===== config.mk =====
export PLATFORM = sky130hd
export DESIGN_NAME = sync_fifo_prog_flat
export DESIGN_NICKNAME = d
export VERILOG_FILES = /design/src/rtl/fifo_pkg.sv /design/src/rtl/sync_fifo_prog_if.sv /design/src/rtl/fifo_mem_2p.sv /design/src/rtl/sync_fifo_prog.sv /design/src/flat_wrapper.sv
export SDC_FILE = /design/constraint.sdc
export NUM_CORES = 1
export LEC_CHECK = 0
export ABC_AREA = 1
export BUFFER_PORTS_ARGS = -buffer_cell sky130_fd_sc_hd__buf_2
export CAP_MARGIN = 20
export CORE_MARGIN = 2
export CORE_UTILIZATION = 46
export DETAILED_ROUTE_END_ITERATION = 8
export GPL_ROUTABILITY_DRIVEN = 0
export SLEW_MARGIN = 20
export SYNTH_ARGS = -nofsm -noshare
export SYNTH_HDL_FRONTEND = slang
export SYNTH_SLANG_ARGS = --single-unit

===== constraint.sdc =====
create_clock -name clk -period 2.35 [get_ports clk]
set_input_delay 0 -clock clk [delete_from_list [all_inputs] [get_ports clk]]
set_output_delay 0 -clock clk [all_outputs]
set_load 0.01 [all_outputs]

===== src/rtl/fifo_pkg.sv =====
// rtl/fifo_pkg.sv - shared FIFO mode constants and elaboration helpers
package fifo_pkg;

  localparam int FIFO_MODE_STD  = 0;
  localparam int FIFO_MODE_FWFT = 1;

  function automatic int fifo_log2(input int value);
    int r;
    r = 0;
    for (int i = 0; i < 31; i++) begin
      if ((1 << i) < value) r = i + 1;
    end
    return r;
  endfunction

  function automatic bit fifo_depth_ok(input int depth, input int ptrwidth);
    return depth == (1 << ptrwidth);
  endfunction

endpackage


===== src/rtl/sync_fifo_prog_if.sv =====
// rtl/sync_fifo_prog_if.sv - push/pop/status bundle of the programmable sync FIFO
interface sync_fifo_prog_if #(
  parameter int DWIDTH   = 8,
  parameter int PTRWIDTH = 4
);
  logic                push;
  logic [DWIDTH-1:0]   wdata;
  logic                full;
  logic                almost_full;
  logic                pop;
  logic [DWIDTH-1:0]   rdata;
  logic                rvalid;
  logic                empty;
  logic                almost_empty;
  logic [PTRWIDTH:0]   count;
  logic [PTRWIDTH:0]   afull_thresh;
  logic [PTRWIDTH:0]   aempty_thresh;
  logic                overflow;
  logic                underflow;
  logic                clr_err;

  modport master (
    output push, wdata, pop, afull_thresh, aempty_thresh, clr_err,
    input  full, almost_full, rdata, rvalid, empty, almost_empty, count,
           overflow, underflow
  );

  modport slave (
    input  push, wdata, pop, afull_thresh, aempty_thresh, clr_err,
    output full, almost_full, rdata, rvalid, empty, almost_empty, count,
           overflow, underflow
  );
endinterface


===== src/rtl/fifo_mem_2p.sv =====
// rtl/fifo_mem_2p.sv - DEPTH x DWIDTH two-port RAM, registered or async read
module fifo_mem_2p
  import fifo_pkg::*;
#(
  parameter int DEPTH  = 16,
  parameter int DWIDTH = 8,
  parameter int REG_RD = 1,
  parameter int AWIDTH = fifo_log2(DEPTH)
) (
  input  logic              clk,
  input  logic              i_rst,
  input  logic              i_we,
  input  logic [AWIDTH-1:0] i_waddr,
  input  logic [DWIDTH-1:0] i_wdata,
  input  logic              i_re,
  input  logic [AWIDTH-1:0] i_raddr,
  output logic [DWIDTH-1:0] o_rdata
);

  logic [DWIDTH-1:0] r_mem [DEPTH];

  always_ff @(posedge clk) begin
    if (i_we) r_mem[i_waddr] <= i_wdata;
  end

  generate
    if (REG_RD != 0) begin : g_reg
      // only the output register is reset; array contents are left as-is
      logic [DWIDTH-1:0] r_rdata;
      always_ff @(posedge clk) begin
        if (i_rst)     r_rdata <= '0;
        else if (i_re) r_rdata <= r_mem[i_raddr];
      end
      assign o_rdata = r_rdata;
    end else begin : g_async
      logic w_unused;
      assign w_unused = &{1'b0, i_rst, i_re};
      assign o_rdata  = r_mem[i_raddr];
    end
  endgenerate

endmodule


===== src/rtl/sync_fifo_prog.sv =====
// rtl/sync_fifo_prog.sv - single-clock FIFO with fill count, programmable thresholds and sticky errors
module sync_fifo_prog
  import fifo_pkg::*;
#(
  parameter int DEPTH    = 16,
  parameter int PTRWIDTH = 4,
  parameter int DWIDTH   = 8,
  parameter int FWFT     = FIFO_MODE_STD
) (
  input  logic            clk,
  input  logic            reset,
  sync_fifo_prog_if.slave bus
);

  localparam logic [PTRWIDTH:0] CNT_DEPTH = (PTRWIDTH+1)'(DEPTH);

  generate
    if (!fifo_depth_ok(DEPTH, PTRWIDTH)) begin : g_bad_depth
      $error("sync_fifo_prog: DEPTH must equal 2**PTRWIDTH");
    end
  endgenerate

  logic [PTRWIDTH:0] r_wptr;
  logic [PTRWIDTH:0] r_rptr;
  logic [PTRWIDTH:0] r_count;
  logic              r_overflow;
  logic              r_underflow;
  logic              w_full;
  logic              w_empty;
  logic              w_push_acc;
  logic              w_pop_acc;
  logic [DWIDTH-1:0] w_rdata;

  // flags come from the registered count so pointer wrap never matters
  assign w_full     = (r_count == CNT_DEPTH);
  assign w_empty    = (r_count == '0);
  assign w_push_acc = bus.push && !w_full;
  assign w_pop_acc  = bus.pop && !w_empty;

  always_ff @(posedge clk) begin
    if (reset) begin
      r_wptr  <= '0;
      r_rptr  <= '0;
      r_count <= '0;
    end else begin
      if (w_push_acc) r_wptr <= r_wptr + 1'b1;
      if (w_pop_acc)  r_rptr <= r_rptr + 1'b1;
      case ({w_push_acc, w_pop_acc})
        2'b10:   r_count <= r_count + 1'b1;
        2'b01:   r_count <= r_count - 1'b1;
        default: r_count <= r_count;
      endcase
    end
  end

  // a new error sets even when clr_err is asserted in the same cycle
  always_ff @(posedge clk) begin
    if (reset) begin
      r_overflow  <= 1'b0;
      r_underflow <= 1'b0;
    end else begin
      if (bus.push && w_full) r_overflow <= 1'b1;
      else if (bus.clr_err)   r_overflow <= 1'b0;
      if (bus.pop && w_empty) r_underflow <= 1'b1;
      else if (bus.clr_err)   r_underflow <= 1'b0;
    end
  end

  fifo_mem_2p #(
    .DEPTH  (DEPTH),
    .DWIDTH (DWIDTH),
    .REG_RD ((FWFT == FIFO_MODE_STD) ? 1 : 0),
    .AWIDTH (PTRWIDTH)
  ) u_mem (
    .clk     (clk),
    .i_rst   (reset),
    .i_we    (w_push_acc),
    .i_waddr (r_wptr[PTRWIDTH-1:0]),
    .i_wdata (bus.wdata),
    .i_re    (w_pop_acc),
    .i_raddr (r_rptr[PTRWIDTH-1:0]),
    .o_rdata (w_rdata)
  );

  generate
    if (FWFT == FIFO_MODE_STD) begin : g_std
      logic r_rvalid;
      always_ff @(posedge clk) begin
        if (reset) r_rvalid <= 1'b0;
        else       r_rvalid <= w_pop_acc;
      end
      assign bus.rvalid = r_rvalid;
    end else begin : g_fwft
      assign bus.rvalid = !w_empty;
    end
  endgenerate

  assign bus.rdata        = w_rdata;
  assign bus.full         = w_full;
  assign bus.empty        = w_empty;
  assign bus.almost_full  = (r_count >= bus.afull_thresh);
  assign bus.almost_empty = (r_count <= bus.aempty_thresh);
  assign bus.count        = r_count;
  assign bus.overflow     = r_overflow;
  assign bus.underflow    = r_underflow;

endmodule


===== src/flat_wrapper.sv =====
// flat-port wrapper written by rule: the top's interface ports become plain ports
module sync_fifo_prog_flat import fifo_pkg::*;
#(
  parameter int DEPTH    = 16,
  parameter int PTRWIDTH = 4,
  parameter int DWIDTH   = 8,
  parameter int FWFT     = FIFO_MODE_STD
)
  (clk, reset, bus_push, bus_wdata, bus_pop, bus_afull_thresh, bus_aempty_thresh, bus_clr_err, bus_full, bus_almost_full, bus_rdata, bus_rvalid, bus_empty, bus_almost_empty, bus_count, bus_overflow, bus_underflow);
  sync_fifo_prog_if #(.DWIDTH(DWIDTH), .PTRWIDTH(PTRWIDTH)) bus_i ();
  input  logic clk;
  input  logic reset;
  input wire logic [$bits(bus_i.push)-1:0] bus_push;
  input wire logic [$bits(bus_i.wdata)-1:0] bus_wdata;
  input wire logic [$bits(bus_i.pop)-1:0] bus_pop;
  input wire logic [$bits(bus_i.afull_thresh)-1:0] bus_afull_thresh;
  input wire logic [$bits(bus_i.aempty_thresh)-1:0] bus_aempty_thresh;
  input wire logic [$bits(bus_i.clr_err)-1:0] bus_clr_err;
  output wire logic [$bits(bus_i.full)-1:0] bus_full;
  output wire logic [$bits(bus_i.almost_full)-1:0] bus_almost_full;
  output wire logic [$bits(bus_i.rdata)-1:0] bus_rdata;
  output wire logic [$bits(bus_i.rvalid)-1:0] bus_rvalid;
  output wire logic [$bits(bus_i.empty)-1:0] bus_empty;
  output wire logic [$bits(bus_i.almost_empty)-1:0] bus_almost_empty;
  output wire logic [$bits(bus_i.count)-1:0] bus_count;
  output wire logic [$bits(bus_i.overflow)-1:0] bus_overflow;
  output wire logic [$bits(bus_i.underflow)-1:0] bus_underflow;
  assign bus_i.push = bus_push;
  assign bus_i.wdata = bus_wdata;
  assign bus_i.pop = bus_pop;
  assign bus_i.afull_thresh = bus_afull_thresh;
  assign bus_i.aempty_thresh = bus_aempty_thresh;
  assign bus_i.clr_err = bus_clr_err;
  assign bus_full = bus_i.full;
  assign bus_almost_full = bus_i.almost_full;
  assign bus_rdata = bus_i.rdata;
  assign bus_rvalid = bus_i.rvalid;
  assign bus_empty = bus_i.empty;
  assign bus_almost_empty = bus_i.almost_empty;
  assign bus_count = bus_i.count;
  assign bus_overflow = bus_i.overflow;
  assign bus_underflow = bus_i.underflow;
  sync_fifo_prog #(.DEPTH(DEPTH), .PTRWIDTH(PTRWIDTH), .DWIDTH(DWIDTH), .FWFT(FWFT)) u_core (.clk(clk), .reset(reset), .bus(bus_i));
endmodule

==> insert_results.sql <==
INSERT INTO impl_metrics (metric_group, metric, value, unit) VALUES
('clocking', 'clkTransAtPathRegs', '60', 'ps'),
('logic_synthesis', 'synth.yosys.warnings', '0', ''),
('drt', 'post_drt_wl_per_cell', '15.6', 'µm'),
('setup_path', 'timing.critical_path.arrival', '2450', 'ps'),
('logic_synthesis', 'netlist_top_cells_count', 'sky130_fd_sc_hd__nand2_1, sky130_fd_sc_hd__edfxtp_1, sky130_fd_sc_hd__inv_1, sky130_fd_sc_hd__nand3_1, sky130_fd_sc_hd__nor2_1', ''),
('logic_synthesis', 'syn_nets', '764', ''),
('setup_path', 'type_of_element_capturing_the_critical_path', 'flip-flop', ''),
('clocking', 'numClockSinks', '152', ''),
('sta', 'timing_hold_violations_final', '0', ''),
('drt', 'firstDrtPassIters', '6', ''),
('placement', 'place_hpwl', '10000', 'µm'),
('global_routing', 'global_route_wire_length_before_repair', '24400', 'µm'),
('logic_synthesis', 'most_repeated_cell_in_the_gate_level_netlist_after_synthesis', 'sky130_fd_sc_hd__nand2_1', ''),
('clocking', 'clock_tree.buffer_depth', '2', ''),
('power_and_ir_drop', 'pwr_density_cell', '1040', 'nW/µm²'),
('floorplanning', 'initial_utilization', '47.4', '%'),
('sta', 'final-max-slew-violation-count', '0', ''),
('drt', 'remaining_drc_errors', '0', ''),
('setup_path', 'critPathBufInv', '3', ''),
('sta', 'setup_viol', '0', ''),
('clocking', 'cts_htree_levels', '4', ''),
('run_status', 'status', 'completed', ''),
('logic_synthesis', 'post_synth_instance_area', '6920', 'µm²'),
('logic_synthesis', 'gate_count_of_the_mapped_netlist', '722', ''),
('floorplanning', 'width_of_the_die', '127', 'µm'),
('sta', 'worst_clock_skew', '5.97', 'ps'),
('setup_path', 'worst-path-max-fanout', '7', ''),
('setup_path', 'crit_path_cell_trace', 'inv_1 > nand4_1 > nand2_2 > inv_2 > ha_2 > xor2_1 > ha_1 > inv_1 > nand2_1 > nand3_1 > nand2_1 > nand2_1 > nand2_1 > nand2_1 > a21oi_1', ''),
('floorplanning', 'coreArea', '14600', 'µm²'),
('logic_synthesis', 'synthArstFlopShare', '0', '%'),
('layout', 'fin_util', '55.3', '%'),
('hold_path', 'holdCritPathClass', 'in2reg', ''),
('sta', 'timing.setup.tns', '0', 'ps'),
('sta', 'final_min_period_over_clock_period', '89.3', '%'),
('setup_path', 'timing.critical_path.slowest_cell_delay', '360', 'ps'),
('floorplanning', 'io_pins', '43', ''),
('setup_path', 'critical-path-top-delay-family', 'simple AND/OR/NAND/NOR gates', ''),
('clocking', 'clockRootBuffer', 'sky130_fd_sc_hd__clkbuf_16', ''),
('setup_path', 'critical_path.startpoint_type', 'flip-flop', ''),
('clocking', 'clk_latency', '420', 'ps'),
('global_routing', 'gr-total-overflow', '0', ''),
('sta', 'max_slew_margin', '59.8', '%'),
('logic_synthesis', 'netlist-cell-type-count', '29', ''),
('placement', 'numPortBuffers', '42', ''),
('clocking', 'numCtsBuffers', '17', ''),
('floorplanning', 'fp.dieArea', '16000', 'µm²'),
('power_and_ir_drop', 'peak_vdd_ir', '0.535', 'mV'),
('sta', 'period_needed', '2100', 'ps'),
('global_routing', 'via_count_of_the_first_global_routing_pass', '4737', ''),
('job', 'max_cap_violations', '0', ''),
('global_routing', 'grt_start_max_net_pins', '35', ''),
('drt', 'via_count', '4890', ''),
('setup_path', 'critPathRequiredTime', '2700', 'ps'),
('logic_synthesis', 'synth.ff_latch_count', '152', ''),
('clocking', 'tritoncts_clock_tree', 'yes', ''),
('sta', 'grt_setup_unrepaired', 'no', ''),
('drt', 'detail-route-antenna-nets', '0', ''),
('drt', 'routed_wirelength', '15300', 'µm'),
('power_and_ir_drop', 'p_leak', '3.63', 'nW'),
('logic_synthesis', 'synth_top_flop_cell', 'sky130_fd_sc_hd__edfxtp_1', ''),
('logic_synthesis', 'synth_enable_flop_cells', '128', ''),
('layout', 'final_net_count', '829', ''),
('layout', 'drive_gt1_share', '13.4', '%'),
('sta', 'tightestPinTransition', '600', 'ps'),
('sta', 'fmax', '476', 'MHz'),
('setup_path', 'timing.setup.critical_path_class', 'reg2reg', ''),
('layout', 'syn_to_final_growth', '16.5', '%'),
('logic_synthesis', 'post-synth-top-area-fraction', '55.6', '%'),
('setup_path', 'path_common_cell', 'sky130_fd_sc_hd__nand2_1', ''),
('floorplanning', 'placementRows', '44', ''),
('global_routing', 'grt_util_all_layers', '20.1', '%');
[cell families after synthesis]
| logic type | synth area share [%] |
|---|---|
| flops | 62.5 |
| compound gates | 1.86 |
| fa+ha+maj | 3.44 |
| buf+inv | 8.46 |
| simple gates | 23.2 |
| xor+xnor | 0.506 |
[power by group]
group          switching, mW  internal [mW]  total (mW)
registers              0.106           3.11        3.21
clock network           1.01           1.86        2.87
logic                   1.52          0.784        2.30
total                   2.63           5.75        8.38
[cell usage in the layout (no fill, tap or decap), types with 2 or more instances in the layout]
cell                            instances
sky130_fd_sc_hd__o21bai_1               2
sky130_fd_sc_hd__clkinv_1               6
sky130_fd_sc_hd__dfxtp_1               20
sky130_fd_sc_hd__nand4_1                3
sky130_fd_sc_hd__nand2_1              241
sky130_fd_sc_hd__nor3_1                 2
sky130_fd_sc_hd__clkinv_2               2
sky130_fd_sc_hd__o21ai_0                4
sky130_fd_sc_hd__xor2_1                 3
sky130_fd_sc_hd__inv_1                105
sky130_fd_sc_hd__nor3b_1                2
sky130_fd_sc_hd__buf_4                 28
sky130_fd_sc_hd__nand3_1               93
sky130_fd_sc_hd__ha_1                  18
sky130_fd_sc_hd__a211oi_1               3
sky130_fd_sc_hd__edfxtp_1             128
sky130_fd_sc_hd__nor2_1                40
sky130_fd_sc_hd__dfxtp_2                4
sky130_fd_sc_hd__clkbuf_1               3
sky130_fd_sc_hd__inv_2                  3
sky130_fd_sc_hd__buf_2                 42
sky130_fd_sc_hd__dlygate4sd3_1          4
sky130_fd_sc_hd__clkbuf_16             17
sky130_fd_sc_hd__bufinv_16              5
sky130_fd_sc_hd__a21oi_1               11
[routing by layer]
layer | wire length, µm | vias to the layer above | global-route usage (%)
li1 | - | 2447 | -
met1 | 6580 | 2299 | 25.3
met2 | 7830 | 125 | 34.2
met3 | 695 | 19 | 4.81
met4 | 218 | 0 | 6.72
met5 | 0 | - | 0
[per-stage QoR]
| stage | worst slack [ps] | power [mW] | hold slack, ps | cell area (µm²) | cells |
|---|---|---|---|---|---|
| 2_1_floorplan | 171 | 4.92 | 98.9 | 6920 | 722 |
| 3_3_place_gp | 280 | 5.49 | 271 | 7400 | 948 |
| 3_5_place_dp | 179 | 5.55 | 280 | 7400 | 948 |
| 4_1_cts | 157 | 8.42 | 6.94 | 8060 | 983 |
| 5_1_grt | 24.3 | 8.87 | 8.56 | 8060 | 983 |
| 6_report | 251 | 8.38 | 4.50 | 8060 | 983 |
[what timing repair did]
| item | CTS | global route |
|---|---|---|
| resized for setup | 0 | 5 |
| endpoints found under the hold margin | 21 | 0 |
| hold buffers | 4 | 0 |
| buffers inserted | 0 | 0 |
| endpoints found under the setup margin | 0 | 3 |
[final timing paths]
kind	start	end	slack (ps)	cells after the start
min reg2reg	u_core.bus.underflow	u_core.bus.underflow	470	2
max reg2reg	u_core.bus.count[0]	u_core.bus.count[4]	250	15
max	u_core.bus.count[0]	u_core.bus.count[4]	250	15
min	bus_wdata[2]	u_core.u_mem.r_mem[10][2]	5	1
[final cells by class]
cell class              instances  area [µm²]
inverters                     111         417
well taps                     184         230
multi-input cells             431        2010
clock inverters                11         179
flip-flops and latches        152        4330
fillers                      1270        6530
clock buffers                  20         437
repair buffers                 74         460
[worst register-to-register path, cell delays in order, from the launching register on]
cell                      delay (ps)
sky130_fd_sc_hd__dfxtp_2         360
sky130_fd_sc_hd__inv_1           110
sky130_fd_sc_hd__nand4_1         150
sky130_fd_sc_hd__nand2_2         110
sky130_fd_sc_hd__inv_2            80
sky130_fd_sc_hd__ha_2            230
sky130_fd_sc_hd__xor2_1          210
sky130_fd_sc_hd__ha_1            180
sky130_fd_sc_hd__inv_1            40
sky130_fd_sc_hd__nand2_1          90
sky130_fd_sc_hd__nand3_1         120
sky130_fd_sc_hd__nand2_1          90
sky130_fd_sc_hd__nand2_1          50
sky130_fd_sc_hd__nand2_1          60
sky130_fd_sc_hd__nand2_1          50
sky130_fd_sc_hd__a21oi_1         100
[state kept, by name, indices dropped and copies added, names as in the netlist]
register	cells
u_core.bus.overflow	1
u_core.r_wptr	4
u_core.bus.count	5
u_core.bus.underflow	1
u_core.u_mem.r_mem	128
u_core.u_mem.o_rdata	8
u_core.bus.rvalid	1
u_core.r_rptr	4
Power figures use the tool's default switching activity.
